File: config.mk
export PLATFORM = sky130hd
export DESIGN_NAME = pipe_hazard_ctrl_flat
export DESIGN_NICKNAME = d
export VERILOG_FILES = /design/src/rtl/pipe_hazard_if.sv /design/src/rtl/pipe_hazard_ctrl.sv /design/src/flat_wrapper.sv
export SDC_FILE = /design/constraint.sdc
export NUM_CORES = 1
export LEC_CHECK = 0
export CORE_MARGIN = 5
export CORE_UTILIZATION = 56
export CTS_BUF_LIST = sky130_fd_sc_hd__clkbuf_16
export CTS_CLUSTER_DIAMETER = 120
export DETAILED_ROUTE_END_ITERATION = 8
export GPL_TIMING_DRIVEN = 1
export HOLD_SLACK_MARGIN = 0.06
export PLACE_DENSITY = 0.93
export SYNTH_ARGS = -nofsm -noshare
export SYNTH_HDL_FRONTEND = slang
export SYNTH_SLANG_ARGS = --single-unit
File: constraint.sdc
create_clock -name clk -period 9.9 [get_ports clk]
set_input_delay 1.98 -clock clk [delete_from_list [all_inputs] [get_ports clk]]
set_output_delay 1.98 -clock clk [all_outputs]
set_load 0.01 [all_outputs]
File: src/rtl/pipe_hazard_if.sv
// -----------------------------------------------------------------------------
// pipe_hazard_if
// Bundles the signals exchanged between the MIPS pipeline datapath and the
// hazard/forwarding controller.
//   instr_d   : instruction currently held in the F/D register
//   flush     : exception/eret taken in M (kills D, E, M)
//   stall     : freeze PC and F/D, insert bubble into E
//   fwd_rs_d  : D-stage rs source   00 GRF, 01 E, 10 M, 11 W
//   fwd_rt_d  : D-stage rt source   00 GRF, 01 E, 10 M, 11 W
//   fwd_rs_e  : E-stage rs source   00 register value, 10 M, 11 W
//   fwd_rt_e  : E-stage rt source   00 register value, 10 M, 11 W
//   md_busy   : multiply/divide unit busy
// master = pipeline side, slave = controller side.
// -----------------------------------------------------------------------------
interface pipe_hazard_if;
  logic [31:0] instr_d;
  logic        flush;
  logic        stall;
  logic [1:0]  fwd_rs_d;
  logic [1:0]  fwd_rt_d;
  logic [1:0]  fwd_rs_e;
  logic [1:0]  fwd_rt_e;
  logic        md_busy;

  modport master (
    output instr_d, flush,
    input  stall, fwd_rs_d, fwd_rt_d, fwd_rs_e, fwd_rt_e, md_busy
  );

  modport slave (
    input  instr_d, flush,
    output stall, fwd_rs_d, fwd_rt_d, fwd_rs_e, fwd_rt_e, md_busy
  );
endinterface

File: src/rtl/pipe_hazard_ctrl.sv
// -----------------------------------------------------------------------------
// pipe_hazard_ctrl
// Hazard and forwarding controller for the five-stage MIPS core (F/D/E/M/W).
// Decodes the D-stage instruction into source-use deadlines (Tuse) and a
// result-ready time (Tnew), tracks {dest, tnew} for E, M and W, and derives
// stall and forwarding selects combinationally. Also owns the busy counter of
// the multiply/divide unit.
// Ports:
//   clk   : rising-edge clock
//   reset : synchronous, active-high
//   bus   : pipe_hazard_if.slave (instr_d, flush in; stall, fwd_*, md_busy out)
// Parameters:
//   MULT_CYCLES : busy cycles for mult/multu (>=1)
//   DIV_CYCLES  : busy cycles for div/divu (>=1)
// -----------------------------------------------------------------------------
module pipe_hazard_ctrl #(
  parameter int MULT_CYCLES = 5,
  parameter int DIV_CYCLES  = 10
) (
  input logic          clk,
  input logic          reset,
  pipe_hazard_if.slave bus
);

  localparam int MD_MAX = (MULT_CYCLES > DIV_CYCLES) ? MULT_CYCLES : DIV_CYCLES;
  localparam int CW     = $clog2(MD_MAX + 1);
  localparam logic [CW-1:0] MULT_LD = CW'(MULT_CYCLES);
  localparam logic [CW-1:0] DIV_LD  = CW'(DIV_CYCLES);

  localparam logic [5:0] OP_SPECIAL = 6'h00;
  localparam logic [5:0] OP_REGIMM  = 6'h01;
  localparam logic [5:0] OP_JAL     = 6'h03;
  localparam logic [5:0] OP_COP0    = 6'h10;

  typedef struct packed {
    logic [4:0] dest;
    logic [1:0] tnew;
  } stage_t;

  localparam stage_t BUBBLE = '{dest: 5'd0, tnew: 2'd0};

  // Instruction fields
  logic [5:0] op, funct;
  logic [4:0] rs, rt, rd;
  assign op    = bus.instr_d[31:26];
  assign rs    = bus.instr_d[25:21];
  assign rt    = bus.instr_d[20:16];
  assign rd    = bus.instr_d[15:11];
  assign funct = bus.instr_d[5:0];

  // The shift amount never influences hazards.
  logic unused_shamt;
  assign unused_shamt = ^bus.instr_d[10:6];

  // Decoded D-stage attributes
  logic       use_rs, use_rt;
  logic [1:0] tuse_rs, tuse_rt;
  logic [4:0] dest_d;
  logic [1:0] tnew_d;
  logic       is_md;      // touches HI/LO: mult*/div*/mfhi/mflo/mthi/mtlo
  logic       is_muldiv;  // starts the multiply/divide unit

  always_comb begin
    // NOTE: every output of this block gets a default first so that no decode
    // path leaves one unassigned, which would otherwise infer a latch.
    use_rs    = 1'b0;
    tuse_rs   = 2'd0;
    use_rt    = 1'b0;
    tuse_rt   = 2'd0;
    dest_d    = 5'd0;
    tnew_d    = 2'd0;
    is_md     = 1'b0;
    is_muldiv = 1'b0;
    case (op)
      OP_SPECIAL: begin
        case (funct)
          // ALU R-type and variable shifts read both sources in E
          6'h20, 6'h21, 6'h22, 6'h23, 6'h24, 6'h25, 6'h26, 6'h27, 6'h2a, 6'h2b,
          6'h04, 6'h06, 6'h07: begin
            use_rs = 1'b1; tuse_rs = 2'd1;
            use_rt = 1'b1; tuse_rt = 2'd1;
            dest_d = rd;   tnew_d  = 2'd1;
          end
          // sll/srl/sra: rs field carries no operand
          6'h00, 6'h02, 6'h03: begin
            use_rt = 1'b1; tuse_rt = 2'd1;
            dest_d = rd;   tnew_d  = 2'd1;
          end
          6'h08: use_rs = 1'b1;                                 // jr
          6'h09: begin use_rs = 1'b1; dest_d = rd; end          // jalr, link ready at E
          6'h10, 6'h12: begin                                   // mfhi/mflo
            is_md = 1'b1; dest_d = rd; tnew_d = 2'd1;
          end
          6'h11, 6'h13: begin                                   // mthi/mtlo
            is_md = 1'b1; use_rs = 1'b1; tuse_rs = 2'd1;
          end
          6'h18, 6'h19, 6'h1a, 6'h1b: begin                     // mult*/div*
            is_md  = 1'b1; is_muldiv = 1'b1;
            use_rs = 1'b1; tuse_rs   = 2'd1;
            use_rt = 1'b1; tuse_rt   = 2'd1;
          end
          default: ;
        endcase
      end
      OP_REGIMM, 6'h06, 6'h07: use_rs = 1'b1;                   // bltz/bgez/blez/bgtz
      OP_JAL: dest_d = 5'd31;
      6'h04, 6'h05: begin use_rs = 1'b1; use_rt = 1'b1; end    // beq/bne
      6'h08, 6'h09, 6'h0a, 6'h0b, 6'h0c, 6'h0d, 6'h0e: begin    // ALU I-type
        use_rs = 1'b1; tuse_rs = 2'd1; dest_d = rt; tnew_d = 2'd1;
      end
      6'h0f: begin dest_d = rt; tnew_d = 2'd1; end              // lui
      6'h20, 6'h21, 6'h23, 6'h24, 6'h25: begin                  // loads
        use_rs = 1'b1; tuse_rs = 2'd1; dest_d = rt; tnew_d = 2'd2;
      end
      6'h28, 6'h29, 6'h2b: begin                                // stores: data needed in M
        use_rs = 1'b1; tuse_rs = 2'd1; use_rt = 1'b1; tuse_rt = 2'd2;
      end
      OP_COP0: begin
        if (rs == 5'd0) begin                                   // mfc0
          dest_d = rt; tnew_d = 2'd2;
        end else if (rs == 5'd4) begin                          // mtc0
          use_rt = 1'b1; tuse_rt = 2'd2;
        end
      end
      default: ;
    endcase
  end

  // Pipeline tracking state
  stage_t        e_q, m_q, w_q;
  logic [4:0]    rs_e, rt_e;   // source registers of the instruction in E
  logic [CW-1:0] md_cnt;

  logic md_busy;
  assign md_busy = (md_cnt != '0);

  function automatic logic src_hazard(input logic [4:0] r, input logic [1:0] tuse,
                                      input stage_t e, input stage_t m);
    return (r != 5'd0) &&
           ((r == e.dest && e.tnew > tuse) || (r == m.dest && m.tnew > tuse));
  endfunction

  logic data_stall, md_stall, stall;
  assign data_stall = (use_rs && src_hazard(rs, tuse_rs, e_q, m_q)) ||
                      (use_rt && src_hazard(rt, tuse_rt, e_q, m_q));
  assign md_stall   = is_md && md_busy;
  assign stall      = data_stall || md_stall;

  // Youngest matching ready producer wins; the select code names the stage.
  function automatic logic [1:0] fwd_d_sel(input logic [4:0] r, input stage_t e,
                                           input stage_t m, input stage_t w);
    if (r == 5'd0)                        return 2'b00;
    if (e.dest == r && e.tnew == 2'd0)    return 2'b01;
    if (m.dest == r && m.tnew == 2'd0)    return 2'b10;
    if (w.dest == r && w.tnew == 2'd0)    return 2'b11;
    return 2'b00;
  endfunction

  function automatic logic [1:0] fwd_e_sel(input logic [4:0] r, input stage_t m,
                                           input stage_t w);
    if (r == 5'd0)                        return 2'b00;
    if (m.dest == r && m.tnew == 2'd0)    return 2'b10;
    if (w.dest == r && w.tnew == 2'd0)    return 2'b11;
    return 2'b00;
  endfunction

  assign bus.stall    = stall;
  assign bus.md_busy  = md_busy;
  assign bus.fwd_rs_d = fwd_d_sel(rs, e_q, m_q, w_q);
  assign bus.fwd_rt_d = fwd_d_sel(rt, e_q, m_q, w_q);
  assign bus.fwd_rs_e = fwd_e_sel(rs_e, m_q, w_q);
  assign bus.fwd_rt_e = fwd_e_sel(rt_e, m_q, w_q);

  // Stage entries. Flush beats stall: the D instruction is killed either way.
  always_ff @(posedge clk) begin
    // NOTE: sequential state uses non-blocking assignments so every register
    // samples the pre-edge value of e_q/m_q regardless of statement order.
    if (reset || bus.flush) begin
      e_q  <= BUBBLE;
      m_q  <= BUBBLE;
      w_q  <= BUBBLE;
      rs_e <= 5'd0;
      rt_e <= 5'd0;
    end else begin
      if (stall) begin
        e_q  <= BUBBLE;
        rs_e <= 5'd0;
        rt_e <= 5'd0;
      end else begin
        e_q  <= '{dest: dest_d, tnew: tnew_d};
        rs_e <= rs;
        rt_e <= rt;
      end
      m_q <= '{dest: e_q.dest, tnew: (e_q.tnew != 2'd0) ? e_q.tnew - 2'd1 : 2'd0};
      w_q <= '{dest: m_q.dest, tnew: 2'd0};
    end
  end

  // Multiply/divide busy counter. Only a real issue into E reloads it; flush
  // leaves an in-flight operation running.
  logic md_start;
  assign md_start = is_muldiv && !stall && !bus.flush;

  always_ff @(posedge clk) begin
    if (reset) begin
      md_cnt <= '0;
    end else if (md_start) begin
      md_cnt <= funct[1] ? DIV_LD : MULT_LD;
    end else if (md_cnt != '0) begin
      md_cnt <= md_cnt - 1'b1;
    end
  end

endmodule

File: src/flat_wrapper.sv
// flat-port wrapper written by rule: the top's interface ports become plain ports
module pipe_hazard_ctrl_flat 
#(
  parameter int MULT_CYCLES = 5,
  parameter int DIV_CYCLES  = 10
)
  (clk, reset, bus_instr_d, bus_flush, bus_stall, bus_fwd_rs_d, bus_fwd_rt_d, bus_fwd_rs_e, bus_fwd_rt_e, bus_md_busy);
  pipe_hazard_if bus_i ();
  input logic clk;
  input logic reset;
  input wire logic [$bits(bus_i.instr_d)-1:0] bus_instr_d;
  input wire logic [$bits(bus_i.flush)-1:0] bus_flush;
  output wire logic [$bits(bus_i.stall)-1:0] bus_stall;
  output wire logic [$bits(bus_i.fwd_rs_d)-1:0] bus_fwd_rs_d;
  output wire logic [$bits(bus_i.fwd_rt_d)-1:0] bus_fwd_rt_d;
  output wire logic [$bits(bus_i.fwd_rs_e)-1:0] bus_fwd_rs_e;
  output wire logic [$bits(bus_i.fwd_rt_e)-1:0] bus_fwd_rt_e;
  output wire logic [$bits(bus_i.md_busy)-1:0] bus_md_busy;
  assign bus_i.instr_d = bus_instr_d;
  assign bus_i.flush = bus_flush;
  assign bus_stall = bus_i.stall;
  assign bus_fwd_rs_d = bus_i.fwd_rs_d;
  assign bus_fwd_rt_d = bus_i.fwd_rt_d;
  assign bus_fwd_rs_e = bus_i.fwd_rs_e;
  assign bus_fwd_rt_e = bus_i.fwd_rt_e;
  assign bus_md_busy = bus_i.md_busy;
  pipe_hazard_ctrl #(.MULT_CYCLES(MULT_CYCLES), .DIV_CYCLES(DIV_CYCLES)) u_core (.clk(clk), .reset(reset), .bus(bus_i));
endmodule
# --- Yosys cells after proc, flatten, opt, wreduce, memory -nomap -nowiden ---
# Cells that the tools add are included.
# Widths: inputs -> output; s select.
totals:
  out_inout_bits: 10
  word_cells: 221
  reg_bits: 33
  in_bits: 35
op_classes:
  muxes: 85
  addsub: 2
  n_bitwise: 1
  eq_ne: 63
  order_cmp: 4
  reduce_logical: 58
ops:
  columns: ["operator", "count"]
  rows:
  - ["$eq 6x6->1 const B", 18]
  - ["$eq 5x5->1", 14]
  - ["$mux 2", 31]
  - ["$eq 6x4->1 const B", 10]
  - ["$eq 6x5->1 const B", 9]
  - ["$mux 1", 43]
  - ["$eq 6x3->1 const B", 7]
  - ["$reduce_or 20->1", 2]
  - ["$reduce_or 19->1", 2]
  - ["$logic_and 1x1->1", 21]
  - ["$reduce_or 21->1", 1]
  - ["$logic_not 5->1", 4]
  - ["$pmux 5 s4", 1]
  - ["$eq 6x2->1 const B", 3]
  - ["$reduce_or 18->1", 1]
  - ["$reduce_or 8->1", 2]
  - ["$reduce_or 15->1", 1]
  - ["$reduce_or 13->1", 1]
  - ["$logic_not 6->1", 2]
  - ["$mux 4", 3]
  - ["$mux 5", 2]
  - ["$reduce_bool 5->1", 2]
  - ["$reduce_or 5->1", 2]
  - ["$gt 2x2->1", 4]
  - ["19 further kinds", 27]

# --- Depth between registers and ports, before layout ---
depth:
  ltp_word: 15
  ltp_mapped: 13

# --- Worst setup path before layout ---
# No wires, ideal clock.
synth_path:
  path_kind: "input-to-output"
  start: "input port bus_instr_d[21]"
  end: "output port bus_stall"
  required_ns: 7.920
  slack_ns: 3.915
  stages: 9
  n_path_buf: 0
  arrival_time_ns: 4.005
  cell_sequence: "or4_4 -> nor3b_2 -> a21oi_1 -> ha_1 -> a21oi_1 -> a21oi_1 -> a22oi_1 -> nor3_4 -> or3b_1"
synth_via:
  elab_chain_len: 11
  word_cells_on_any_way: 25
  classes_between: "order compare (2); eq/ne (3); mux (6); reduce/logical (14)"
synth_lines:
  columns: ["item", "line_no", "source"]
  rows:
  - ["start, declared", "flat_wrapper.sv:11", "input wire logic [$bits(bus_i.instr_d)-1:0] bus_instr_d;"]
  - ["$eq 5x3->1", "pipe_hazard_ctrl.sv:121", "end else if (rs == 5'd4) begin"]
  - ["$mux 2", "pipe_hazard_ctrl.sv:121", null]
  - ["$mux 2", "pipe_hazard_ctrl.sv:119", "if (rs == 5'd0) begin"]
  - ["$pmux 2 s3", "pipe_hazard_ctrl.sv:74", "case (op)"]
  - ["$gt 2x2->1", "pipe_hazard_ctrl.sv:140", "((r == e.dest && e.tnew > tuse) || (r == m.dest && m.tnew > tuse));"]
  - ["$logic_and 1x1->1", "pipe_hazard_ctrl.sv:140", null]
  - ["$logic_or 1x1->1", "pipe_hazard_ctrl.sv:140", null]
  - ["$logic_and 1x1->1", "pipe_hazard_ctrl.sv:139", "return (r != 5'd0) &&"]
  - ["$logic_and 1x1->1", "pipe_hazard_ctrl.sv:145", "(use_rt && src_hazard(rt, tuse_rt, e_q, m_q));"]
  - ["$logic_or 1x1->1 (*)", "pipe_hazard_ctrl.sv:144", "assign data_stall = (use_rs && src_hazard(rs, tuse_rs, e_q, m_q)) ||"]
  - ["$logic_or 1x1->1 (*)", "pipe_hazard_ctrl.sv:147", "assign stall = data_stall || md_stall;"]
  - ["end, declared", "flat_wrapper.sv:13", "output wire logic [$bits(bus_i.stall)-1:0] bus_stall;"]
# Every way passes the cells marked *; elsewhere a longest branch is shown, timed or not.

# --- Worst setup path in the final report ---
layout_path:
  start: "input port bus_instr_d[22]"
  end: "output port bus_stall"
# Same word-level chain as after synthesis.

==> reports/summary.txt <==
Run status -> finished, final reports clean
Synthesis-to-layout area growth -> 22.4%
Initial antenna violation count -> 0
Min Tclk post-route -> 7.15 ns
Setup TNS -> 0 ns
Root Driver -> clkbuf_16
Final wirelength -> 5.64 mm
R2R Path End -> u_core.e_q[5]$_SDFF_PP0_
Flop2flop setup slack -> 7.49 ns
Fillcell total -> 341
Antenna-violating nets left -> 0
Clock skew -> 0.00185 ns
CTS tree -> built
Crit Path Class -> input port to primary output
Reg-to-Reg Start -> u_core.e_q[3]$_SDFF_PP0_
CP dominant cell by count -> a21oi_1
Area contributors post-synth -> dfxtp_1, xor2_1, xnor2_1, and2_1, ha_1
CP endpoint kind -> primary output
Gpl congestion -> 0.893
Synth area leader -> dfxtp_1
Vias -> 2100
Via-to-Cell Ratio -> 5.72
First-pass GRT wire length -> 9.14 mm
Die Y -> 74.8 µm
Synth Warn # -> 0
PortBufs -> 39
Syn nets -> 328
Hold slack -> 0.469 ns
Iter 0 DRT Violations -> 125
Hold Path Depth -> 1
Clk sink count -> 33
Congestion Overflow GR -> 0
Crit path cell chain -> clkdlybuf4s50_1 -> or4_4 -> nor3b_2 -> a21oi_1 -> ha_1 -> a21oi_1 -> a21oi_1 -> a22oi_1 -> nor3_4 -> or3b_1 -> clkdlybuf4s50_1
Slew Limit Fails -> 0
GRT Util Overall -> 21.6%
Post-synthesis instance area -> 2350 µm²
Post-CTS Setup Bufs -> 0
DRC Markers -> 0
Layout cell share with drive strength beyond 1 -> 5.05%
Post-DR wirelength/cell -> 15.4 µm
Min-delay src -> u_core.e_q[0]$_SDFF_PP0_
Endpoints failing setup -> 0
CP max stage delay -> 0.59 ns
Rel. slew slack -> 48.7%
Util after Layout -> 71.4%
#FFs+latches synth -> 33
Pre-antenna DRT Iters -> 4
Hold_buf cts -> 0
Pwr dens -> 146 nW/µm²
Worst Path Max Fanout -> 5
Worst r2r path cells -> 7
Mean area per synthesized cell -> 8.22 µm²
Hold Fails Final Rpt -> 0
Main synth FF type -> dfxtp_1
Min-Delay Endpoint -> u_core.m_q[0]$_SDFF_PP0_
Core Box Area -> 4030 µm²
Slew @ Worst Pin -> 0.765 ns
# rows -> 23
Area share of the largest cell type after synthesis -> 28.1%
Antenna fix cells -> 0
Crit. Startpoint -> bus_instr_d[22]
Maximum VDD drop -> 0.000117 V
Max-Cap Viols -> 0
H-Tree Depth -> 2
CTS Buf Count -> 5
Die Wd -> 74.8 µm
Number of flops mapped to enable cells by yosys -> 0
Peak Freq -> 140 MHz
Slowest cell on crit path -> or4_4
Post-cts resize count -> 0
Largest net degree at the start of global routing -> 17
CP Data Required Time -> 7.92 ns
Min-delay worst type -> register to register
Boundary pin count -> 45
Arrival @ worst endpoint -> 5.17 ns
Share of the yosys chip area belonging to registers -> 28.1%
Max clock buf depth -> 2
RSZ-0062 raised after global routing -> no
Starting Density -> 58.3%
Vias in the first global route -> 2079
Post-detail-place hpwl -> 4.38 mm
Leakage -> 1.15 nW
Distinct cells, synth -> 47
Fin nets -> 358
Die area -> 5590 µm²
Post-synthesis instance total -> 286
Final cycle utilization of the critical path -> 72.3%
Ys async rst share -> 0%
Worst-Skew Late Latency -> 0.28 ns
Crit path launch type -> input port
Clock slew at reported path FFs -> 0.05 ns
synthesized netlist by cell type, types with 2 or more instances:
cell type,number
nand3_1,9
nor2b_1,3
nor3b_1,4
a22o_1,2
xor2_1,27
and3_1,5
inv_1,11
a21oi_1,17
nor3_1,15
o21ai_0,2
a221oi_1,4
o22a_1,2
nand2b_1,5
nor4_1,4
dfxtp_1,33
or2_2,2
and2_1,23
a21boi_1,5
xnor2_1,25
ha_1,7
clkbuf_1,8
or4_1,3
buf_2,8
nor2_1,20
mux2_1,2
nand2_1,10
a22oi_1,6
a211o_1,2
or3_1,4
where the power goes:
group,total [mW],leakage (nW),internal (mW),switching (mW)
sequential,0.151,0.269,0.143,0.00815
clock,0.149,0.0696,0.0920,0.0573
combinational,0.120,0.816,0.0607,0.0590
total,0.420,1.15,0.296,0.124
cells by family after synthesis:
| family | Yosys count | share of synthesized area [%] |
|---|---|---|
| simple gates | 116 | 28.8 |
| xor+xnor | 52 | 19.4 |
| compound gates | 49 | 14.3 |
| flops | 33 | 28.1 |
| buf+inv | 27 | 4.74 |
| fa+ha+maj | 7 | 3.73 |
| mux | 2 | 0.958 |
metrics by stage:
stage / setup WS [ns] / area, µm² / cells / power, mW
2_1_floorplan: 3.91 / 2350 / 286 / 0.233
3_3_place_gp: 2.76 / 2730 / 359 / 0.267
3_5_place_dp: 2.77 / 2730 / 359 / 0.272
4_1_cts: 2.74 / 2880 / 367 / 0.422
5_1_grt: 2.60 / 2880 / 367 / 0.442
6_report: 2.75 / 2880 / 367 / 0.420
layout by cell type (no fill, tap or decap), types with 3 or more instances in the layout:
cell type / n
clkdlybuf4s50_1: 39
or3_1: 4
inv_1: 11
nor3_1: 15
nand2_1: 10
dfxtp_1: 33
xnor2_1: 25
nor2b_1: 3
nor2_1: 20
nor3b_1: 4
a221oi_1: 4
a22oi_1: 6
nor4_1: 4
and2_1: 23
a21boi_1: 5
nand3_1: 9
or4_1: 3
ha_1: 7
and3_1: 5
clkbuf_16: 5
nand2b_1: 5
a21oi_1: 17
xor2_1: 27
layer usage:
metal,GRT usage (%),wire [µm],vias to the layer above
met2,40.0,2920,61
met5,0,0,-
met3,4.81,267,11
met4,8.30,119,0
met1,24.0,2340,973
li1,-,-,1055
state kept, by name, summed over array words and instances (netlist names):
signal         count
u_core.rs_e        5
u_core.md_cnt      4
u_core.m_q         7
u_core.w_q         5
u_core.e_q         7
u_core.rt_e        5
critical path: cells and delay by family:
kind | cells | cell delay [ns]
buffers and inverters | 2 | 1.04
adder cells (fa/ha/maj) | 1 | 0.31
AND/OR/NAND/NOR | 4 | 1.25
AO/OA/AOI/OAI | 4 | 0.60
worst max path at each step:
stage / slack, ns / depth (start not counted) / to
2_1_floorplan: 3.91 / 9 / bus_stall
3_3_place_gp: 2.76 / 11 / bus_stall
4_1_cts: 2.74 / 11 / bus_stall
6_report: 2.75 / 11 / bus_stall
5_1_grt: 2.60 / 11 / bus_stall
3_5_place_dp: 2.77 / 11 / bus_stall
cell type report:
type / instances / area [µm²] / share of cell area (%)
tap: 50 / 62.6 / 2.18
clock inverter: 3 / 17.5 / 0.609
timing repair buffer: 39 / 390 / 13.6
inverter: 11 / 41.3 / 1.44
sequential: 33 / 661 / 23.0
clock buffer: 5 / 125 / 4.35
multi-input combinational: 226 / 1580 / 54.9
No activity file was read; power rests on OpenSTA's default activity.
